--- src/rtl/wbi_arb_pkg.sv ---
// wbi_arb_pkg: shared types and limits for the Wishbone response arbiters
package wbi_arb_pkg;
  typedef enum logic {IDLE, LOCK} arb_state_t;
  localparam int NREQ_MAX = 8;
endpackage

--- src/rtl/wbi_rr_pick.sv ---
// wbi_rr_pick: round-robin picker, first requester scanning upward from last+1
module wbi_rr_pick import wbi_arb_pkg::*; #(
  parameter int N = 2,
  parameter int W = 1
) (
  input  logic [N-1:0] req,
  input  logic [W-1:0] last,
  output logic [W-1:0] win,
  output logic         any
);
  logic [W-1:0] idx;
  // scan downward so the nearest requester after last overwrites the rest
  always_comb begin
    win = '0;
    idx = '0;
    for (int i = N; i >= 1; i--) begin
      idx = W'((int'(last) + i) % N);
      win = req[idx] ? idx : win;
    end
  end
  assign any = |req;
endmodule

--- src/rtl/wbi_res_arb.sv ---
// wbi_res_arb: burst-aware round-robin arbiter for the shared response path
module wbi_res_arb import wbi_arb_pkg::*; #(
  parameter int NREQ = 2,
  parameter int DW   = 32,
  parameter int BL   = 10,
  parameter int TOW  = 8
) (
  input  logic                     mclk,
  input  logic                     reset_n,
  input  logic [NREQ-1:0]          src_rval_i,
  output logic [NREQ-1:0]          src_rrdy_o,
  input  logic [NREQ*DW-1:0]       src_dat_i,
  input  logic [NREQ-1:0]          src_ack_i,
  input  logic [NREQ-1:0]          src_lack_i,
  input  logic [NREQ-1:0]          src_err_i,
  input  logic [NREQ*4-1:0]        src_tid_i,
  input  logic                     res_rrdy_i,
  output logic                     res_rval_o,
  output logic [DW-1:0]            res_dat_o,
  output logic                     res_ack_o,
  output logic                     res_lack_o,
  output logic                     res_err_o,
  output logic [3:0]               res_tid_o,
  output logic [$clog2(NREQ)-1:0]  gnt_o,
  output logic                     busy_o,
  output logic [BL-1:0]            beat_cnt_o,
  output logic                     timeout_o
);
  localparam int GW = $clog2(NREQ);
  localparam logic [TOW-1:0] TO_LAST = {{(TOW-1){1'b1}}, 1'b0};
  arb_state_t state_q;
  logic [GW-1:0] gnt_q, last_q, win;
  logic [BL-1:0] beat_cnt_q;
  logic [TOW-1:0] to_cnt_q;
  logic timeout_q, any, lock, gv, xfer, fin, tmo;
  wbi_rr_pick #(.N(NREQ), .W(GW)) u_pick (
    .req(src_rval_i),
    .last(last_q),
    .win(win),
    .any(any)
  );
  assign lock = state_q == LOCK;
  assign gv = src_rval_i[gnt_q];
  assign res_rval_o = lock & gv;
  assign res_dat_o = lock ? src_dat_i[int'(gnt_q)*DW +: DW] : '0;
  assign res_ack_o = lock & src_ack_i[gnt_q];
  assign res_lack_o = lock & src_lack_i[gnt_q];
  assign res_err_o = lock & src_err_i[gnt_q];
  assign res_tid_o = lock ? src_tid_i[int'(gnt_q)*4 +: 4] : '0;
  assign src_rrdy_o = lock ? NREQ'(res_rrdy_i) << gnt_q : '0;
  assign xfer = res_rval_o & res_rrdy_i;
  assign fin = xfer & (res_lack_o | res_err_o);
  // a stalled grantee is dropped on its last tolerated idle cycle
  assign tmo = lock & ~gv & (to_cnt_q == TO_LAST);
  assign gnt_o = gnt_q;
  assign busy_o = lock;
  assign beat_cnt_o = beat_cnt_q;
  assign timeout_o = timeout_q;
  // grant FSM: pick in IDLE, hold the grant until last beat, error or lock timeout
  always_ff @(posedge mclk or negedge reset_n) begin
    if (!reset_n) begin
      state_q <= IDLE;
      gnt_q <= '0;
      last_q <= GW'(NREQ - 1);
      beat_cnt_q <= '0;
      to_cnt_q <= '0;
      timeout_q <= 1'b0;
    end else begin
      timeout_q <= 1'b0;
      if (!lock) begin
        if (any) begin
          state_q <= LOCK;
          gnt_q <= win;
          beat_cnt_q <= '0;
          to_cnt_q <= '0;
        end
      end else begin
        if (xfer) beat_cnt_q <= (&beat_cnt_q) ? beat_cnt_q : beat_cnt_q + BL'(1);
        to_cnt_q <= gv ? '0 : to_cnt_q + TOW'(1);
        if (fin || tmo) begin
          state_q <= IDLE;
          last_q <= gnt_q;
          to_cnt_q <= '0;
        end
        timeout_q <= tmo & ~fin;
      end
    end
  end
endmodule

--- config.mk ---
export PLATFORM = sky130hd
export DESIGN_NAME = wbi_res_arb
export DESIGN_NICKNAME = d
export VERILOG_FILES = /design/src/rtl/wbi_arb_pkg.sv /design/src/rtl/wbi_rr_pick.sv /design/src/rtl/wbi_res_arb.sv
export SDC_FILE = /design/constraint.sdc
export NUM_CORES = 1
export LEC_CHECK = 0
export CAP_MARGIN = 30
export CORE_MARGIN = 2
export CORE_UTILIZATION = 35
export DETAILED_ROUTE_END_ITERATION = 8
export PLACE_DENSITY_LB_ADDON = 0.3
export SLEW_MARGIN = 0
export SYNTH_ARGS = -nofsm -noshare
export SYNTH_HDL_FRONTEND = slang
export SYNTH_SLANG_ARGS = --single-unit
--- constraint.sdc ---
create_clock -name mclk -period 2.15 [get_ports mclk]
set_clock_uncertainty 0.2 [all_clocks]
set_input_delay 0.43 -clock mclk [delete_from_list [all_inputs] [get_ports mclk]]
set_output_delay 0.43 -clock mclk [all_outputs]
set_load 0.005 [all_outputs]
==> results of run 1 <==
power by group:
| group | total [µW] | switching, µW | internal [µW] |
|---|---|---|---|
| clock | 399 | 150 | 249 |
| combinational | 2310 | 997 | 1320 |
| sequential | 645 | 122 | 523 |
registers in the layout, summed over array words and instances (netlist names):
signal,flops
timeout_o,1
beat_cnt_o,10
last_q,1
busy_o,1
gnt_o,1
to_cnt_q,8
layout make-up:
class / count / area share
Clock buffer: 3 / 0.0115
Clock inverter: 1 / 0.00834
Inverter: 3 / 0.00313
Multi-Input combinational cell: 186 / 0.347
Sequential cell: 22 / 0.154
Tap cell: 70 / 0.0243
Timing Repair Buffer: 174 / 0.452
Yosys cell counts, drive strengths merged:
master,n,area [µm²]
a2bb2oi,1,15.0
nor2,50,188
o21ai,11,55.1
a211o,2,17.5
nand2b,2,12.5
mux2,2,26.3
o31ai,1,7.51
a21o,2,15.0
buf,7,33.8
o211ai,7,52.6
nor4b,1,8.76
a41oi,2,17.5
a31oi,4,25.0
mux2i,40,400
and3,1,6.26
dfrtp,21,526
inv,3,11.3
and4,2,17.5
clkbuf,5,18.8
a32o,3,30.0
a21oi,3,15.0
and2,1,6.26
nor3,3,15.0
nand3,10,55.1
o41ai,1,8.76
nor2b,1,6.26
nand4,2,12.5
nor4,2,18.8
nand2,19,73.8
ha,3,37.5
xnor2,2,17.5
or3,2,12.5
o2bb2ai,1,8.76
or4,3,22.5
dfstp,1,26.3
a22o,1,8.76
a311oi,1,26.3
per-layer routing:
layer | wire [µm] | global-route usage | up-vias
li1 | - | - | 1144
met1 | 2930 | 0.286 | 1089
met2 | 3580 | 0.408 | 93
met3 | 444 | 0.0518 | 10
met4 | 96 | 0.0455 | 0
met5 | 0 | 0 | -
kinds of logic after synthesis:
logic type	count (synthesis)	share of synthesized area
xor+xnor	2	0.00944
fa+ha+maj	3	0.0202
buf+inv	15	0.0344
compound gates	40	0.163
simple gates	99	0.245
mux	42	0.230
flops	22	0.297
worst max-delay path, delay by kind of cell, from the launching register on:
kind | cells | cell delay, ns
DFF | 1 | 0.45
and+or+nand+nor | 1 | 0.15
buffers and inverters | 2 | 0.65
layout by cell type (no fill, tap or decap), types with 4 or more instances in the layout:
master / n
buf_4: 33
nand2_1: 18
nor2_1: 50
nand3_1: 9
mux2i_1: 39
o21ai_0: 9
dfrtp_1: 20
dlygate4sd2_1: 11
clkbuf_2: 10
clkdlybuf4s15_1: 22
o211ai_1: 7
clkdlybuf4s50_1: 94
a31oi_1: 4
final timing paths:
| path | to |
|---|---|
| hold reg to reg | to_cnt_q[7] |
| setup / recovery | src_rrdy_o[1] |
| setup reg to reg | to_cnt_q[4] |
| max in group asynchronous | last_q |
| hold / removal | to_cnt_q[4] |
| min in group mclk | to_cnt_q[7] |
per-stage QoR:
stage	instances	util
floorplan	223	-
global placement	447	0.689
detailed placement	447	0.689
CTS	456	0.700
global route	459	0.705
finish	459	0.705
what timing repair did:
item | in CTS | in global routing
buffers inserted | 5 | 3
resized for setup | 43 | 45
setup endpoints to repair | 42 | 32
==> key figures, run 1 <==
Outcome
  – Status: finished with violations
  – Violated checks: setup timing

Timing
  – Slew Limit Headroom: 0.728
  – Post-Route Setup TNS: -0.00552 ns
  – Fin. max-slew vios: 0
  – Endpoints failing setup: 1
  – Final WS setup: -0.00552 ns
  – RSZ-0062 raised after global routing: yes
  – Post-layout min period: 2.16 ns
  – Final hold vios: 0
  – Ratio of final minimum period to clock period: 1.00
  – Worst-Margin Slew: 0.405 ns
  – Highest achievable clock rate: 464 MHz
  – Hold WS: 0.298 ns

Pwr
  – Leakage: 0.00163 µW
  – Worst vdd ir: 0.000551 V
  – Pwr/cell area: 933 nW/µm²
  – Power Total: 3360 µW

Layout
  – Synthesis-to-layout area growth: 94.0%
  – Post-route cell area: 3600 µm²
  – Final-stage net count: 476
  – Filler Cell Count: 419
  – Antenna Cells: 0
  – Layout cells sized above 1: 0.159
  – Area of the multi-input gates: 1250 µm²
  – Register area: 553 µm²

Yosys
  – Netlist cell types: 43
  – Seq cells post-synth: 22
  – Post-synthesis sequential area ratio: 0.297
  – Synth Net Count: 309
  – Cells after synthesis: 223
  – Syn. warnings: 0
  – Avg Inst Size Synth: 8.32 µm²
  – Mapped Area: 1860 µm²

Job
  – Max_cap viols: 0

Route
  – DR vias: 2336
  – ANT nets after route: 0
  – Drt via density: 5.09
  – DRC viols: 0
  – Routed WL per cell: 15.4 µm
  – DR iter-0 viols: 145
  – WL final: 7050 µm
  – Router iterations before antenna repair: 4

Die
  – Core ar.: 5110 µm²
  – Row count: 26
  – I/O Pins: 138
  – Die width: 76.8 µm
  – Initial Utilization: 0.363
  – Die height: 76.8 µm
  – Die footprint: 5900 µm²

GRT
  – Largest net degree at the start of global routing: 29
  – Total grt overflow: 0
  – Vias in the first global route: 2271
  – Initial antenna violation count: 0
  – Total track usage: 0.230
  – Global-route wire length before repair: 11300 µm

Critical path
  – Setup crit start kind: register
  – Critical Path RT: 1.52 ns
  – Crit Reg-Reg Startpoint: gnt_o
  – Critical path arrival: 1.53 ns
  – Critical path endpoint category: primary output
  – Kind of critical path: register to primary output
  – Crit path cell chain: buf_4 -> and3_1 -> clkdlybuf4s50_1
  – Reg2Reg Depth: 6
  – Worst Setup SP: gnt_o
  – Crit Path Max Fanout: 4
  – R2r setup slk: 0.17 ns
  – CP max stage cell: clkdlybuf4s50_1
  – Slowest stage delay, CP: 0.49 ns

Placed design
  – GPL Wtd Cong: 0.810
  – Final HPWL DP: 5490 µm
  – Port-buffer cells: 137
  – Placed cell areas: 3520 µm²
  – Pre-CTS WS: -0.205 ns

Clocking
  – Clk Latency, worst-skew pair: 0.28 ns
  – Total CTS buffers: 3
  – CTS tree: yes
  – Clock sink total: 22
  – Clock Pin Slew Worst Setup and Hold Paths: 0.09 ns
  – Clk buf depth: 2
  – H-tree levels: 1
  – Cts hold-fix bufs: 0
  – Clock Tree Root: clkbuf_8

Hold path
  – Worst hold path class: primary input to async pin
No activity file was read; power rests on OpenSTA's default activity.
==> run 2: changes to the inputs <==
--- a/config.mk
+++ b/config.mk
@@ -6,7 +6,7 @@
 export NUM_CORES = 1
 export LEC_CHECK = 0
 export CAP_MARGIN = 30
-export CORE_MARGIN = 2
+export CORE_MARGIN = 4
 export CORE_UTILIZATION = 35
 export DETAILED_ROUTE_END_ITERATION = 8
 export PLACE_DENSITY_LB_ADDON = 0.3
==> run 2 against run 1 <==
Compared with the run above:
- the run still ends with setup timing left
- sequential power rose by 3.4%
- combinational power is 17% higher
- via count increased by 3.1%
- clock power fell by 23%
- critical path type unchanged
- design area rose by 6.6%
- critical endpoint is now res_dat_o[11]
- total power increased by 9.6%
- hold slack is essentially flat
- register-to-register slack got worse by 0.20 ns
- largest cell class unchanged
==> key figures, run 2 (synthesis gave the netlist of run 1 again) <==
GRT
  – Vias in the first global route: 2381
  – Largest net degree at the start of global routing: 23
  – Initial antenna violation count: 0
  – Global-route wire length before repair: 11600 µm
  – Total grt overflow: 0
  – Met1 Track Usage GR: 0.282
  – Met3 usage: 0.0455
  – GRT busiest layer: met2
  – Met2 Use GR: 0.388
  – Total track usage: 0.223

Layout
  – Antenna Cells: 0
  – Final core occ: 0.752
  – Commonest non-fill, non-tap cell in the layout: clkdlybuf4s50_1
  – Final non-filler cell total: 470
  – Final-stage net count: 487
  – Commonest cells after routing, fill and taps aside: 97 x clkdlybuf4s50_1, 49 x nor2_1, 36 x mux2i_1
  – Synthesis-to-layout area growth: 107%
  – Layout cells sized above 1: 0.228
  – Largest register FFs: 10
  – Filler Cell Count: 380

Outcome
  – Status: finished with violations
  – Violated checks: setup timing

Pwr
  – Sw Share: 0.381
  – Logic pwr share: 0.735
  – Leakage: 0.00186 µW
  – Power Total: 3680 µW
  – Pwr/cell area: 959 nW/µm²
  – Internal power: 2280 µW
  – Clock network power share: 0.084
  – P_sw: 1400 µW
  – Seq pwr share: 0.181
  – Worst vdd ir: 0.000637 V

Die
  – Die width: 80.8 µm
  – Initial Utilization: 0.363
  – Die footprint: 6530 µm²
  – Core ar.: 5110 µm²
  – Die height: 80.8 µm
  – Row count: 26
  – I/O Pins: 138

Critical path
  – Slowest stage delay, CP: 0.53 ns
  – Critical Path RT: 1.52 ns
  – Critical path's top delay family: buffers and inverters
  – CP max stage cell: clkdlybuf4s50_1
  – Worst Setup SP: gnt_o
  – Critical path arrival: 1.65 ns
  – Worst path bufs/invs: 2
  – Kind of critical path: register to primary output
  – Setup crit start kind: register
  – Crit path cell chain: buf_8 -> mux2i_1 -> nor2_1 -> clkdlybuf4s50_1
  – Crit Path Max Fanout: 11
  – Crit Reg-Reg Startpoint: gnt_o
  – Critical path endpoint category: primary output

Hold path
  – Worst hold path class: primary input to async pin

Timing
  – Ratio of final minimum period to clock period: 1.06
  – Post-layout min period: 2.28 ns
  – Slew Limit Headroom: 0.785
  – Final WS setup: -0.125 ns
  – Highest achievable clock rate: 439 MHz
  – Worst-Margin Slew: 0.319 ns
  – Post-Route Setup TNS: -0.580 ns
  – Fin. max-slew vios: 0
  – Final hold vios: 0
  – RSZ-0062 raised after global routing: yes
  – Endpoints failing setup: 7

Route
  – WL final: 8000 µm
  – Routed WL per cell: 17.0 µm
  – DR iter-0 viols: 199
  – Drt via density: 5.13
  – DRC viols: 0
  – DR vias: 2409
  – ANT nets after route: 0
  – Router iterations before antenna repair: 4

Clocking
  – Clock Tree Root: clkbuf_8
  – Clk buf depth: 2
  – Total CTS buffers: 3
  – H-tree levels: 1
  – Clock sink total: 22
  – Clock Pin Slew Worst Setup and Hold Paths: 0.09 ns
  – Cts hold-fix bufs: 0
  – CTS tree: yes
  – Clk Latency, worst-skew pair: 0.27 ns

Placed design
  – DP Cell Count: 448
  – GPL Wtd Cong: 0.825
  – Final HPWL DP: 5960 µm
  – Port-buffer cells: 137
  – Pre-CTS WS: -0.184 ns

Job
  – Max_cap viols: 0
[run 2: area by class of cell]
class / count / area [µm²] / share of cell area
inverter: 3 / 11.3 / 0.00293
timing repair buffer: 185 / 1780 / 0.465
multi-input combinational: 186 / 1350 / 0.351
sequential: 22 / 553 / 0.144
tap: 70 / 87.6 / 0.0228
clock buffer: 4 / 55.1 / 0.0143
[run 2: stage by stage]
step / hold slack [ns] / instance area, µm²
floorplan: -0.0656 / 1860
global placement: 0.286 / 3500
detailed placement: 0.304 / 3500
CTS: 0.308 / 3620
global route: 0.323 / 3840
finish: 0.298 / 3840
[run 2: timing repair]
item,in CTS,in global routing
hold endpoints to repair,0,0
gates resized for setup,41,75
pin swaps,1,9
setup buffers,8,8
gates cloned,0,2
setup endpoints to repair,42,49
[run 2: path summary, 6_finish.rpt]
check | slack, ns | cells after the start | to
worst min register to register | 0.34 | 2 | to_cnt_q[7]
min in group mclk | 0.34 | 2 | to_cnt_q[7]
worst max register to register | -0.03 | 9 | last_q
worst min-delay path | 0.30 | 2 | to_cnt_q[5]
max in group asynchronous | 1.17 | 2 | last_q
worst max-delay path | -0.13 | 4 | res_dat_o[11]
[run 2: power groups by stage]
stage,clock [µW],combinational (µW),sequential [µW]
after floorplan,0,1040,648
after global placement,0,2310,673
after detailed placement,0,2360,679
after CTS,312,2430,674
after global routing,330,2920,684
final,308,2710,667
[run 2: layer usage]
metal | routed length [µm] | vias up
met3 | 470 | 13
met5 | 0 | -
met4 | 118 | 0
li1 | - | 1170
met2 | 4280 | 93
met1 | 3130 | 1133
==> run 3: changes to the inputs <==
--- a/config.mk
+++ b/config.mk
@@ -10,6 +10,7 @@
 export CORE_UTILIZATION = 35
 export DETAILED_ROUTE_END_ITERATION = 8
 export PLACE_DENSITY_LB_ADDON = 0.3
+export SKIP_CTS_REPAIR_TIMING = 1
 export SLEW_MARGIN = 0
 export SYNTH_ARGS = -nofsm -noshare
 export SYNTH_HDL_FRONTEND = slang
==> run 3 against run 2 <==
Compared with the run above:
- the flow still finishes with violations (setup timing)
- hold slack better by 0.0034 ns
- maximum frequency down 2.1%
- clock power hardly changed
- core utilization fell by 3.6 points
- sequential share of layout area is 0.73 points higher
- total power is 8.1% lower
- final cell count shrank 3.0%
- non-clock buffer count down 14
- die area unchanged
- first-iteration DRC count down 1.0%
- register-to-register slack better by 0.22 ns
- largest cell class unchanged
==> key figures, run 3 (synthesis gave the netlist of run 1 again) <==
Die
  – Core ar.: 5110 µm²
  – Die height: 80.8 µm
  – Die width: 80.8 µm
  – Row count: 26
  – Initial Utilization: 0.363
  – Die footprint: 6530 µm²
  – I/O Pins: 138

Critical path
  – R2r setup slk: 0.19 ns
  – Critical Path RT: 1.52 ns
  – Critical path arrival: 1.69 ns
  – Critical path endpoint category: primary output
  – Reg2reg end: to_cnt_q[4]
  – Critical Path End: res_dat_o[23]
  – Crit Reg-Reg Startpoint: gnt_o
  – Kind of critical path: register to primary output
  – Setup crit start kind: register
  – Reg2Reg Depth: 6
  – Worst Setup SP: gnt_o
  – Crit Path Max Fanout: 11

Pwr
  – Worst vdd ir: 0.000483 V
  – Pwr/cell area: 927 nW/µm²
  – Leakage: 0.00175 µW

Placed design
  – Placed cell areas: 3500 µm²
  – Port-buffer cells: 137
  – Final HPWL DP: 5960 µm
  – GPL Wtd Cong: 0.825
  – Pre-CTS WS: -0.184 ns

Layout
  – Final core occ: 0.715
  – Final-stage net count: 473
  – Largest register FFs: 10
  – Antenna Cells: 0
  – Commonest non-fill, non-tap cell in the layout: clkdlybuf4s50_1
  – Synthesis-to-layout area growth: 96.9%
  – Filler Cell Count: 422
  – Commonest cells after routing, fill and taps aside: 120 x clkdlybuf4s50_1, 49 x nor2_1, 39 x mux2i_1
  – Layout cells sized above 1: 0.130
  – Post-route cell area: 3650 µm²

Outcome
  – Violated checks: setup timing
  – Status: finished with violations

Timing
  – Final WS setup: -0.175 ns
  – Fin. max-slew vios: 0
  – Hold WS: 0.301 ns
  – Highest achievable clock rate: 430 MHz
  – RSZ-0062 raised after global routing: yes
  – Ratio of final minimum period to clock period: 1.08
  – Final hold vios: 0
  – Slew Limit Headroom: 0.783
  – Worst-Margin Slew: 0.322 ns
  – Endpoints failing setup: 25
  – Post-layout min period: 2.32 ns
  – Post-Route Setup TNS: -3.53 ns

GRT
  – Initial antenna violation count: 0
  – Largest net degree at the start of global routing: 23
  – Total grt overflow: 0
  – Vias in the first global route: 2317
  – Total track usage: 0.218
  – Global-route wire length before repair: 11300 µm

Clocking
  – Clock Pin Slew Worst Setup and Hold Paths: 0.09 ns
  – Clk buf depth: 2
  – CTS tree: yes
  – H-tree levels: 1
  – Clock Tree Root: clkbuf_8
  – Clk Latency, worst-skew pair: 0.27 ns
  – Clock sink total: 22
  – Total CTS buffers: 3

Job
  – Max_cap viols: 0

Route
  – Router iterations before antenna repair: 4
  – Drt via density: 5.10
  – WL final: 7540 µm
  – DR iter-0 viols: 197
  – DRC viols: 0
  – ANT nets after route: 0
  – DR vias: 2327
  – Routed WL per cell: 16.5 µm

Hold path
  – Worst hold path class: primary input to async pin
==> run 3: cell types whose count changed in the layout (fill, tap and decap cells not counted), sizes merged <==
cell           before  now
buf                54   34
dlymetal6s2s       16   17
clkdlybuf4s50      97  120
dlygate4sd2         4    0
clkbuf             14    4
clkdlybuf4s15       4    0
==> run 3: worst min path at each step <==
stage / to / slack (ns) / cells after the start
after floorplan: beat_cnt_o[0] / -0.07 / 0
after global placement: to_cnt_q[5] / 0.29 / 1
after detailed placement: to_cnt_q[5] / 0.30 / 1
after CTS: to_cnt_q[0] / 0.31 / 2
after global routing: to_cnt_q[4] / 0.33 / 2
final: to_cnt_q[4] / 0.30 / 2
==> run 3: final cells by class <==
cell class | count | area (µm²) | share of cell area
clock buffer | 4 | 55.1 | 0.0151
tap | 70 | 87.6 | 0.0240
timing repair buffer | 171 | 1690 | 0.464
sequential | 22 | 553 | 0.151
inverter | 3 | 11.3 | 0.00308
multi-input combinational | 186 | 1250 | 0.343
==> run 3: power by group <==
group | internal (µW) | leakage, µW | switching, µW
combinational | 1430 | 0.00144 | 986
clock | 164 | 0.0000288 | 143
sequential | 523 | 0.000276 | 145
total | 2110 | 0.00175 | 1270
==> run 3: critical path, cell delays in order (launching register included) <==
cell	delay, ns
dfrtp_2	0.47
buf_6	0.21
mux2i_1	0.25
nor2_1	0.06
clkdlybuf4s50_1	0.44
==> run 3: metal layers <==
metal | up-vias | GRT usage | share of wire
li1 | 1139 | - | -
met1 | 1092 | 0.277 | 0.40
met2 | 90 | 0.378 | 0.53
met3 | 6 | 0.0455 | 0.064
met4 | 0 | 0.0473 | 0.0089
met5 | - | 0 | 0
==> run 3: stage by stage <==
stage          instances  power [µW]
5_1_grt              456        3630
4_1_cts              452        3360
3_5_place_dp         448        3040
3_3_place_gp         448        2980
6_report             456        3390
2_1_floorplan        223        1690
